--- config.mk ---
export PLATFORM = sky130hd
export DESIGN_NAME = muldiv_sequencer_flat
export DESIGN_NICKNAME = d
export VERILOG_FILES = /design/src/rtl/muldiv_sequencer_if.sv /design/src/rtl/muldiv_sequencer.sv /design/src/flat_wrapper.sv
export SDC_FILE = /design/constraint.sdc
export NUM_CORES = 1
export LEC_CHECK = 0
export BUFFER_PORTS_ARGS = -buffer_cell sky130_fd_sc_hd__clkbuf_2
export CORE_UTILIZATION = 61
export CTS_CLUSTER_SIZE = 24
export DETAILED_ROUTE_END_ITERATION = 7
export GPL_TIMING_DRIVEN = 0
export PLACE_DENSITY = 0.88
export SLEW_MARGIN = 20
export SYNTH_ARGS = -nofsm -noshare
export SYNTH_HDL_FRONTEND = slang
export SYNTH_SLANG_ARGS = --single-unit
--- constraint.sdc ---
create_clock -name clk -period 7.5 [get_ports clk]
set_clock_uncertainty 0.1 [all_clocks]
set_input_delay 1.5 -clock clk [delete_from_list [all_inputs] [get_ports clk]]
set_output_delay 1.5 -clock clk [all_outputs]
set_load 0.03 [all_outputs]
--- src/rtl/muldiv_sequencer_if.sv ---
// Pipeline-side bundle for the HI/LO multiply/divide sequencer.
// master = EX-stage/hazard logic, slave = muldiv_sequencer.
interface muldiv_sequencer_if #(
  parameter int unsigned XLEN = 32
);
  logic            start;
  logic [1:0]      op;
  logic [XLEN-1:0] rs_val;
  logic [XLEN-1:0] rt_val;
  logic            flush;
  logic            mthi;
  logic            mtlo;
  logic [XLEN-1:0] wdata;
  logic            busy;
  logic            done;
  logic [XLEN-1:0] hi;
  logic [XLEN-1:0] lo;

  modport master (
    output start, op, rs_val, rt_val, flush, mthi, mtlo, wdata,
    input  busy, done, hi, lo
  );

  modport slave (
    input  start, op, rs_val, rt_val, flush, mthi, mtlo, wdata,
    output busy, done, hi, lo
  );
endinterface

--- src/rtl/muldiv_sequencer.sv ---
// MIPS32 MULT/MULTU/DIV/DIVU sequencer owning HI/LO: radix-2 shift-add / restoring divide.
// Optional MULDIV_EARLY_ZERO_EN: zero operands (or divide by zero) skip RUN and finish at E1.
module muldiv_sequencer #(
  parameter int unsigned XLEN  = 32,
  parameter int unsigned CNT_W = 5
) (
  input  logic               clk,
  input  logic               reset,
  muldiv_sequencer_if.slave  bus
);

  localparam logic [1:0] IDLE = 2'd0;
  localparam logic [1:0] RUN  = 2'd1;
  localparam logic [1:0] FIX  = 2'd2;

  logic [1:0]        state;
  logic [CNT_W-1:0]  cnt;
  logic [XLEN-1:0]   acc_hi, acc_lo, b;
  logic [XLEN-1:0]   hi_r, lo_r;
  logic              is_div, neg_q, neg_r, dbz, done_r;

  logic              sgn, rs_neg, rt_neg, skip;
  logic [XLEN-1:0]   rs_abs, rt_abs, init_hi, init_lo, init_b;
  logic [XLEN:0]     mul_sum, div_sh, div_diff;
  logic [XLEN-1:0]   nxt_hi, nxt_lo;
  logic [2*XLEN-1:0] prod, prod_fix;
  logic [XLEN-1:0]   q_fix, r_fix, fix_hi, fix_lo;

  assign sgn    = ~bus.op[0];
  assign rs_neg = sgn & bus.rs_val[XLEN-1];
  assign rt_neg = sgn & bus.rt_val[XLEN-1];
  assign rs_abs = rs_neg ? -bus.rs_val : bus.rs_val;
  assign rt_abs = rt_neg ? -bus.rt_val : bus.rt_val;

`ifdef MULDIV_EARLY_ZERO_EN
  assign skip = bus.op[1] ? (bus.rt_val == '0)
                          : ((bus.rs_val == '0) || (bus.rt_val == '0));
`else
  assign skip = 1'b0;
`endif

  // Divide keeps the remainder in acc_hi and the dividend/quotient in acc_lo;
  // a skipped divide pre-loads acc_hi with |rs| so sign fix-up restores rs.
  always_comb begin
    init_b  = bus.op[1] ? rt_abs : rs_abs;
    init_hi = '0;
    init_lo = bus.op[1] ? rs_abs : rt_abs;
    if (skip) begin
      init_hi = bus.op[1] ? rs_abs : '0;
      init_lo = bus.op[1] ? '1 : '0;
    end
  end

  always_comb begin
    mul_sum  = {1'b0, acc_hi} + (acc_lo[0] ? {1'b0, b} : '0);
    div_sh   = {acc_hi, acc_lo[XLEN-1]};
    div_diff = div_sh - {1'b0, b};
    if (is_div) begin
      nxt_hi = div_diff[XLEN] ? div_sh[XLEN-1:0] : div_diff[XLEN-1:0];
      nxt_lo = {acc_lo[XLEN-2:0], ~div_diff[XLEN]};
    end else begin
      nxt_hi = mul_sum[XLEN:1];
      nxt_lo = {mul_sum[0], acc_lo[XLEN-1:1]};
    end
  end

  always_comb begin
    prod     = {acc_hi, acc_lo};
    prod_fix = neg_q ? -prod : prod;
    q_fix    = dbz ? '1 : (neg_q ? -acc_lo : acc_lo);
    r_fix    = neg_r ? -acc_hi : acc_hi;
    fix_hi   = is_div ? r_fix : prod_fix[2*XLEN-1:XLEN];
    fix_lo   = is_div ? q_fix : prod_fix[XLEN-1:0];
  end

  always_ff @(posedge clk or posedge reset) begin
    if (reset) begin
      state  <= IDLE;
      cnt    <= '0;
      acc_hi <= '0;
      acc_lo <= '0;
      b      <= '0;
      hi_r   <= '0;
      lo_r   <= '0;
      is_div <= 1'b0;
      neg_q  <= 1'b0;
      neg_r  <= 1'b0;
      dbz    <= 1'b0;
      done_r <= 1'b0;
    end else begin
      done_r <= 1'b0;
      case (state)
        IDLE: begin
          if (bus.mthi) hi_r <= bus.wdata;
          if (bus.mtlo) lo_r <= bus.wdata;
          if (bus.start && !bus.flush) begin
            acc_hi <= init_hi;
            acc_lo <= init_lo;
            b      <= init_b;
            is_div <= bus.op[1];
            neg_q  <= rs_neg ^ rt_neg;
            neg_r  <= rs_neg;
            dbz    <= bus.op[1] && (bus.rt_val == '0);
            cnt    <= '0;
            state  <= skip ? FIX : RUN;
          end
        end
        RUN: begin
          if (bus.flush) begin
            state <= IDLE;
          end else begin
            acc_hi <= nxt_hi;
            acc_lo <= nxt_lo;
            cnt    <= cnt + 1'b1;
            if (cnt == CNT_W'(XLEN-1)) state <= FIX;
          end
        end
        FIX: begin
          if (!bus.flush) begin
            hi_r   <= fix_hi;
            lo_r   <= fix_lo;
            done_r <= 1'b1;
          end
          state <= IDLE;
        end
        default: state <= IDLE;
      endcase
    end
  end

  assign bus.busy = (state == RUN) || (state == FIX);
  assign bus.done = done_r;
  assign bus.hi   = hi_r;
  assign bus.lo   = lo_r;

endmodule

--- src/flat_wrapper.sv ---
// flat-port wrapper written by rule: the top's interface ports become plain ports
module muldiv_sequencer_flat 
#(
  parameter int unsigned XLEN  = 32,
  parameter int unsigned CNT_W = 5
)
  (clk, reset, bus_start, bus_op, bus_rs_val, bus_rt_val, bus_flush, bus_mthi, bus_mtlo, bus_wdata, bus_busy, bus_done, bus_hi, bus_lo);
  muldiv_sequencer_if #(.XLEN(XLEN)) bus_i ();
  input  logic clk;
  input  logic reset;
  input wire logic [$bits(bus_i.start)-1:0] bus_start;
  input wire logic [$bits(bus_i.op)-1:0] bus_op;
  input wire logic [$bits(bus_i.rs_val)-1:0] bus_rs_val;
  input wire logic [$bits(bus_i.rt_val)-1:0] bus_rt_val;
  input wire logic [$bits(bus_i.flush)-1:0] bus_flush;
  input wire logic [$bits(bus_i.mthi)-1:0] bus_mthi;
  input wire logic [$bits(bus_i.mtlo)-1:0] bus_mtlo;
  input wire logic [$bits(bus_i.wdata)-1:0] bus_wdata;
  output wire logic [$bits(bus_i.busy)-1:0] bus_busy;
  output wire logic [$bits(bus_i.done)-1:0] bus_done;
  output wire logic [$bits(bus_i.hi)-1:0] bus_hi;
  output wire logic [$bits(bus_i.lo)-1:0] bus_lo;
  assign bus_i.start = bus_start;
  assign bus_i.op = bus_op;
  assign bus_i.rs_val = bus_rs_val;
  assign bus_i.rt_val = bus_rt_val;
  assign bus_i.flush = bus_flush;
  assign bus_i.mthi = bus_mthi;
  assign bus_i.mtlo = bus_mtlo;
  assign bus_i.wdata = bus_wdata;
  assign bus_busy = bus_i.busy;
  assign bus_done = bus_i.done;
  assign bus_hi = bus_i.hi;
  assign bus_lo = bus_i.lo;
  muldiv_sequencer #(.XLEN(XLEN), .CNT_W(CNT_W)) u_core (.clk(clk), .reset(reset), .bus(bus_i));
endmodule
* Yosys cells after proc, flatten, opt, wreduce, memory -nomap -nowiden
Cells that the tools add are included.
Storage, ports and cells: bits in registers 172, latch bits 0, RAM bits 0, bits in read-only memories 0, bits of input ports 104, output and inout bits 66, word-level logic and storage cells 82, memories 0
Operators by class: add/sub/neg operators 8, $mul 0, divide/modulo/power cells 0, $lt $le $gt $ge 0, equal/unequal tests 9, shifts and indexed selects 0, muxes and demuxes 35, bitwise gates (word level) 5, reductions and logical operators 13
Operators by type and width (count):
- two-way mux 32 bit | 21
- one-hot mux 32 bit (2 select lines) | 4
- negator 32 bit | 4
- two-way mux 64 bit | 1
- negator 64 bit | 1
- adder 32 x 33 -> 33 bit | 1
- subtractor 33 x 32 -> 33 bit | 1
- logical NOT 32 bit | 1
- two-way mux 5 bit | 2
- one-hot mux 5 bit (2 select lines) | 1
- AND reduction 3 bit | 3
- inequality test 2 bit, second input constant | 4
- two-way mux 2 bit | 3
- adder 5 x 1 -> 5 bit, second input constant | 1
- == test 5 bit, second input constant | 1
- one-hot mux 2 bit (2 select lines) | 1
- AND reduction 2 bit | 2
- nonzero test 2 bit | 2
- inequality test 3 x 2 -> 1 bit, second input constant | 1
- AND 1 bit | 2
- == test 2 x 1 -> 1 bit, second input constant | 1
- == test 2 bit, second input constant | 1
- logical AND 1 bit | 2
- logical NOT 2 bit | 1
- 6 further kinds | 8

* Logic depth before layout (Yosys ltp)
depth after elaboration 6, depth in mapped cells 14

* Worst setup path before layout
Ideal clock, no wire load.
path type input to register, start input bus_rs_val[6], end register u_core.acc_lo[27], library setup time 121 ps, arrival 3586 ps, path slack 3693 ps, stages 8, buffers on the path 0, path through or4_1 > nor4_2 > nand4b_1 > or2_2 > o31ai_1 > xor2_1 > nor2_1 > o22a_1
Between the ends: cells in the longest elaborated chain, start to end 5
RTL lines:
- start, declared | line flat_wrapper.sv:13 | input wire logic [$bits(bus_i.rs_val)-1:0] bus_rs_val;
- negator 32 bit | line muldiv_sequencer.sv:32 | assign rs_abs = rs_neg ? -bus.rs_val : bus.rs_val;
- two-way mux 32 bit | line muldiv_sequencer.sv:32
- two-way mux 32 bit | line muldiv_sequencer.sv:47 | init_lo = bus.op[1] ? rs_abs : rt_abs;
- two-way mux 32 bit | line muldiv_sequencer.sv:96 | if (bus.start && !bus.flush) begin
- one-hot mux 32 bit (2 select lines) | line muldiv_sequencer.sv:92 | case (state)
- end signal, assigned | line muldiv_sequencer.sv:98 | acc_lo <= init_lo;
- end signal, assigned | line muldiv_sequencer.sv:113 | acc_lo <= nxt_lo;
- end, declared | line muldiv_sequencer.sv:18 | logic [XLEN-1:0] acc_hi, acc_lo, b;
No other way between the ends. The select of a mux whose other input is x is not followed. A chain may end at the register's enable or synchronous reset.

* Final worst setup path
start register u_core.acc_lo[0], end register u_core.acc_hi[26]
Between the ends: cells in the longest elaborated chain, start to end 5
RTL lines:
- two-way mux 32 bit | line muldiv_sequencer.sv:55 | mul_sum = {1'b0, acc_hi} + (acc_lo[0] ? {1'b0, b} : '0);
- adder 32 x 33 -> 33 bit | line muldiv_sequencer.sv:55
- two-way mux 32 bit | line muldiv_sequencer.sv:58 | if (is_div) begin
- two-way mux 32 bit | line muldiv_sequencer.sv:109 | if (bus.flush) begin
- one-hot mux 32 bit (2 select lines) | line muldiv_sequencer.sv:92
- end signal, assigned | line muldiv_sequencer.sv:97 | acc_hi <= init_hi;
- end signal, assigned | line muldiv_sequencer.sv:112 | acc_hi <= nxt_hi;
- end, declared | line muldiv_sequencer.sv:18
No other way between the ends. The select of a mux whose other input is x is not followed.

==> run summary <==
The run finished with clean final reports. Total routing resource utilization after global routing: 0.431. The share of the cycle needed by the critical path after routing is 0.590, and the post-DP HPWL is 43500 um. Using the TritonRoute via totals, the vias-per-cell ratio works out to 6.58. The flop and latch count out of synthesis is 172, and the worst path required time is 7.73 ns.

For this design the static power due to leakage is 7.30 nW. In this run the worst hold path is classified as reg2reg. The endpoint identified for the worst register-to-register timing path is u_core.acc_hi[26]$_DFFE_PP0P_. The clock latency of the later-clocked register in the worst-skew pair was 0.45 ns; the reported net switching power was 4.46 mW.

The tools report the total of endpoints with negative setup slack in the final report as 0. The tools report the via count of the first global-routing pass as 15100. The logic gate share of total power is 0.652. Path depth of the worst reg2reg path: 13. Clock tree synthesis inserted a total of 17 buffers. Based on the critical path, the design can be clocked at up to 226 MHz.

Clock-pin slew was measured on the worst setup and hold paths at 0.08 ns. The minimum clock period after layout was 4.42 ns; the post-route total power was 8.25 mW. The most used flip-flop cell after synthesis is dfrtp_1. The part of the Yosys area used for sequential elements is 0.286. The sequential cell fraction of total power is 0.231, and the number of synthesized flops with an enable pin is 0. The number of antenna violations at the first check in global routing is 0, and the final-report hold violation count is 0.

The worst slew margin relative to its limit is 0.209. The clock drives 172 sinks. Number of cells upsized or downsized after cts: 0. The startpoint identified for the worst register-to-register timing path is u_core.acc_lo[0]$_DFFE_PP0P_. The worst setup path is launched from a register. The die covers 0.0253 mm^2. Compared with the post-synthesis result, the final layout area differs by 12.8%. For this block, the initial DRC count from the detailed router was 2097. The most critical setup path has its endpoint at u_core.acc_hi[26]$_DFFE_PP0P_. In this run the cell area measured after placement is 0.0163 mm^2. Dividing the detail-routed wire length by the instance count gives 22.5 um. Yosys printed 0 warnings. The logs give 0 for the max-slew violation count and 0 for the total setup buffers inserted after CTS. In this run the mean area of a mapped cell was 7.90 um^2. The worst setup path is captured at a register.

The floorplan has 57 rows. The tools report the maximum number of buffers from clock root to sink as 2. For the pin with the worst max-slew slack, the measured transition is 1.18 ns. The first global-routing pass estimated 84500 um of wire. The H-tree generated during clock tree synthesis spans 4 levels.

Clock network power share: 0.117. TritonCTS built the clock tree. The repair_antennas step left the layout with diodes totalling 0.

The combined area of all synthesized cells is 0.0150 mm^2, and the horizontal die dimension is 159 um. The net count of the finished layout is 2270. The power per cell area was 486 mW/mm^2; the quantity of I/O buffers inserted on ports was 168.

Measured along the y axis, the die boundary spans 159 um. Switching part of the total power: 0.540. For the number of primary I/O pins, the log shows 170. The most critical setup path has its startpoint at u_core.acc_lo[0]$_DFFE_PP0P_. The layout has 2022 filler cells. The total via count after detailed routing is 16000, and the antenna violation net count after detailed routing is 0.

The fraction of synthesis flops using an asynchronous set or reset pin came out at 1.00. The maximum ir drop on the vdd rail is 304 uV. Setup repair after global routing left no endpoint under its margin.

Type of the worst setup path: reg2reg. Of all nets on the critical path, the largest fanout is 10. The run gives 0.0242 mm^2 as the core box area. After clock tree synthesis, the flow added hold-fix buffers numbering 0. The cell sitting at the root of the clock tree is a clkbuf_16. The cell count after synthesis came out at 1903. The starting density of the core came out at 0.620.

The ratio of cells with drive above 1 in the final layout came out at 0.132. Entering global routing, the biggest net connects 93 pins. Yosys mapped the design onto 75 distinct sky130hd cell types. The run gives 2082 as the number of nets produced by synthesis. In the routed design, unresolved DRC markers number 0. Summed over all layers, the routed wires come to 54600 um. The first detailed-routing pass took 6 iterations. Data on the critical path arrives at its endpoint at 4.66 ns. The global-route congestion overflow total is 0, and the internal cell power is 3.79 mW.

The tools report the final non-filler cell area as 0.0170 mm^2. Routability-driven placement finished with a final weighted congestion of 1.03. The tools report the setup slack of the most critical reg-to-reg path as 3.08 ns.

Max-cap violations in this run came to 0.
[power by group through the flow]
stage / logic (mW) / clock network (mW) / registers, mW
after floorplan: 3.56 / 0 / 2.02
after global placement: 5.11 / 0 / 1.86
after detailed placement: 5.21 / 0 / 1.88
after CTS: 5.24 / 0.953 / 1.87
after global routing: 5.82 / 0.993 / 1.94
final: 5.38 / 0.962 / 1.91
[kinds of logic after synthesis]
| group | Yosys count | share of synthesized area |
|---|---|---|
| DFF | 172 | 0.286 |
| AOI/OAI and AO/OA | 633 | 0.259 |
| xor gates and xnor gates | 173 | 0.102 |
| muxes | 83 | 0.0577 |
| and+or+nand+nor | 587 | 0.183 |
| adders and majority gates | 75 | 0.0634 |
| buffers and inverters | 180 | 0.0481 |
[through the flow]
stage / hold WS, ns / std cells / setup TNS [ns] / worst slack, ns / util
floorplan: 0.350 / 1903 / 0 / 1.24 / -
global placement: 0.363 / 2395 / -100.75 / -0.604 / 0.672
detailed placement: 0.370 / 2396 / 0 / 2.87 / 0.673
CTS: 0.387 / 2428 / 0 / 3.21 / 0.700
global route: 0.410 / 2428 / 0 / 2.78 / 0.700
finish: 0.385 / 2428 / 0 / 3.08 / 0.700
[synth_stat cells, types with 10 or more instances]
master    number  area (um^2)
a31oi_1       15         93.8
xnor2_1       98          858
mux2_2        30          338
nor2_1       181          679
or3_1         14         87.6
o31ai_1       25          188
xor2_1        74          648
o21ai_0      195          976
nor2b_1       14         87.6
mux2i_1       53          531
o21a_1        14          105
nand2_1      207          777
dfrtp_1      172         4300
inv_1         65          244
nor4_1        24          150
nand4_1       11         68.8
o211ai_1      14          105
nor3_1        23          115
clkbuf_1      94          353
ha_1          73          913
o22ai_1       32          200
a22oi_1       12         90.1
a211oi_1      37          278
nand3_1       22          110
a21o_1        22          165
o21ai_1       16         80.1
o41ai_1       14          123
nand2b_1      19          119
a21oi_1      161          806
and3_1        10         62.6
[worst max-delay path, stage by stage, from the launching register on]
cell      delay, ns
dfrtp_1        0.49
inv_1          0.31
clkbuf_1       0.42
nor2_1         0.12
ha_1           0.38
o21ai_0        0.11
o21bai_1       0.26
o21ai_0        0.31
a211oi_1       0.52
a21oi_1        0.22
or2_2          0.43
o21ai_0        0.22
xor2_1         0.11
a221o_1        0.31
[state kept, by name, summed over array words and instances, names as in the netlist, 2 cells and up]
name           flops
u_core.acc_hi     32
u_core.bus.hi     32
u_core.bus.lo     32
u_core.state       2
u_core.acc_lo     32
u_core.b          32
u_core.cnt         5
[how the worst min path moves through the flow]
stage	from	end	slack, ns	cells past startpoint
floorplan	u_core.b[10]$_DFFE_PP0P_	u_core.b[10]$_DFFE_PP0P_	0.35	2
global placement	u_core.bus.hi[13]$_DFFE_PP0P_	u_core.bus.hi[13]$_DFFE_PP0P_	0.36	2
detailed placement	u_core.bus.lo[24]$_DFFE_PP0P_	u_core.bus.lo[24]$_DFFE_PP0P_	0.37	2
CTS	u_core.bus.lo[24]$_DFFE_PP0P_	u_core.bus.lo[24]$_DFFE_PP0P_	0.39	2
global route	u_core.bus.hi[23]$_DFFE_PP0P_	u_core.bus.hi[23]$_DFFE_PP0P_	0.41	2
finish	u_core.bus.lo[24]$_DFFE_PP0P_	u_core.bus.lo[24]$_DFFE_PP0P_	0.38	2
[placed cells by master (no fill, tap or decap), types with 12 or more instances in the layout]
cell type	n
a211oi_1	37
a21o_1	22
a21oi_1	161
a22oi_1	12
a31oi_1	15
clkbuf_1	94
clkbuf_16	17
clkbuf_2	168
dfrtp_1	172
ha_1	73
inv_1	64
mux2_2	30
mux2i_1	53
nand2_1	207
nand2b_1	19
nand3_1	22
nor2_1	181
nor2b_1	14
nor3_1	23
nor4_1	24
o211ai_1	14
o21a_1	14
o21ai_0	195
o21ai_1	16
o22ai_1	32
o31ai_1	25
o41ai_1	14
or3_1	14
xnor2_1	98
xor2_1	74
[metal layers]
metal | up-vias | part of all wire | global-route usage
met5 | - | 0 | 0
met4 | 0 | 0.050 | 0.207
met1 | 7591 | 0.41 | 0.580
met2 | 987 | 0.43 | 0.665
met3 | 161 | 0.11 | 0.0880
li1 | 7249 | - | -
[area by class of cell]
type | count | area, um^2 | area share
Buffer | 114 | 475 | 0.0280
Sequential cell | 172 | 4300 | 0.254
Clock buffer | 17 | 425 | 0.0251
Inverter | 66 | 255 | 0.0150
Multi-Input combinational cell | 1551 | 10000 | 0.590
Clock inverter | 15 | 216 | 0.0128
Tap cell | 324 | 405 | 0.0239
Timing Repair Buffer | 169 | 868 | 0.0512
No activity file was read; power rests on OpenSTA's default activity.
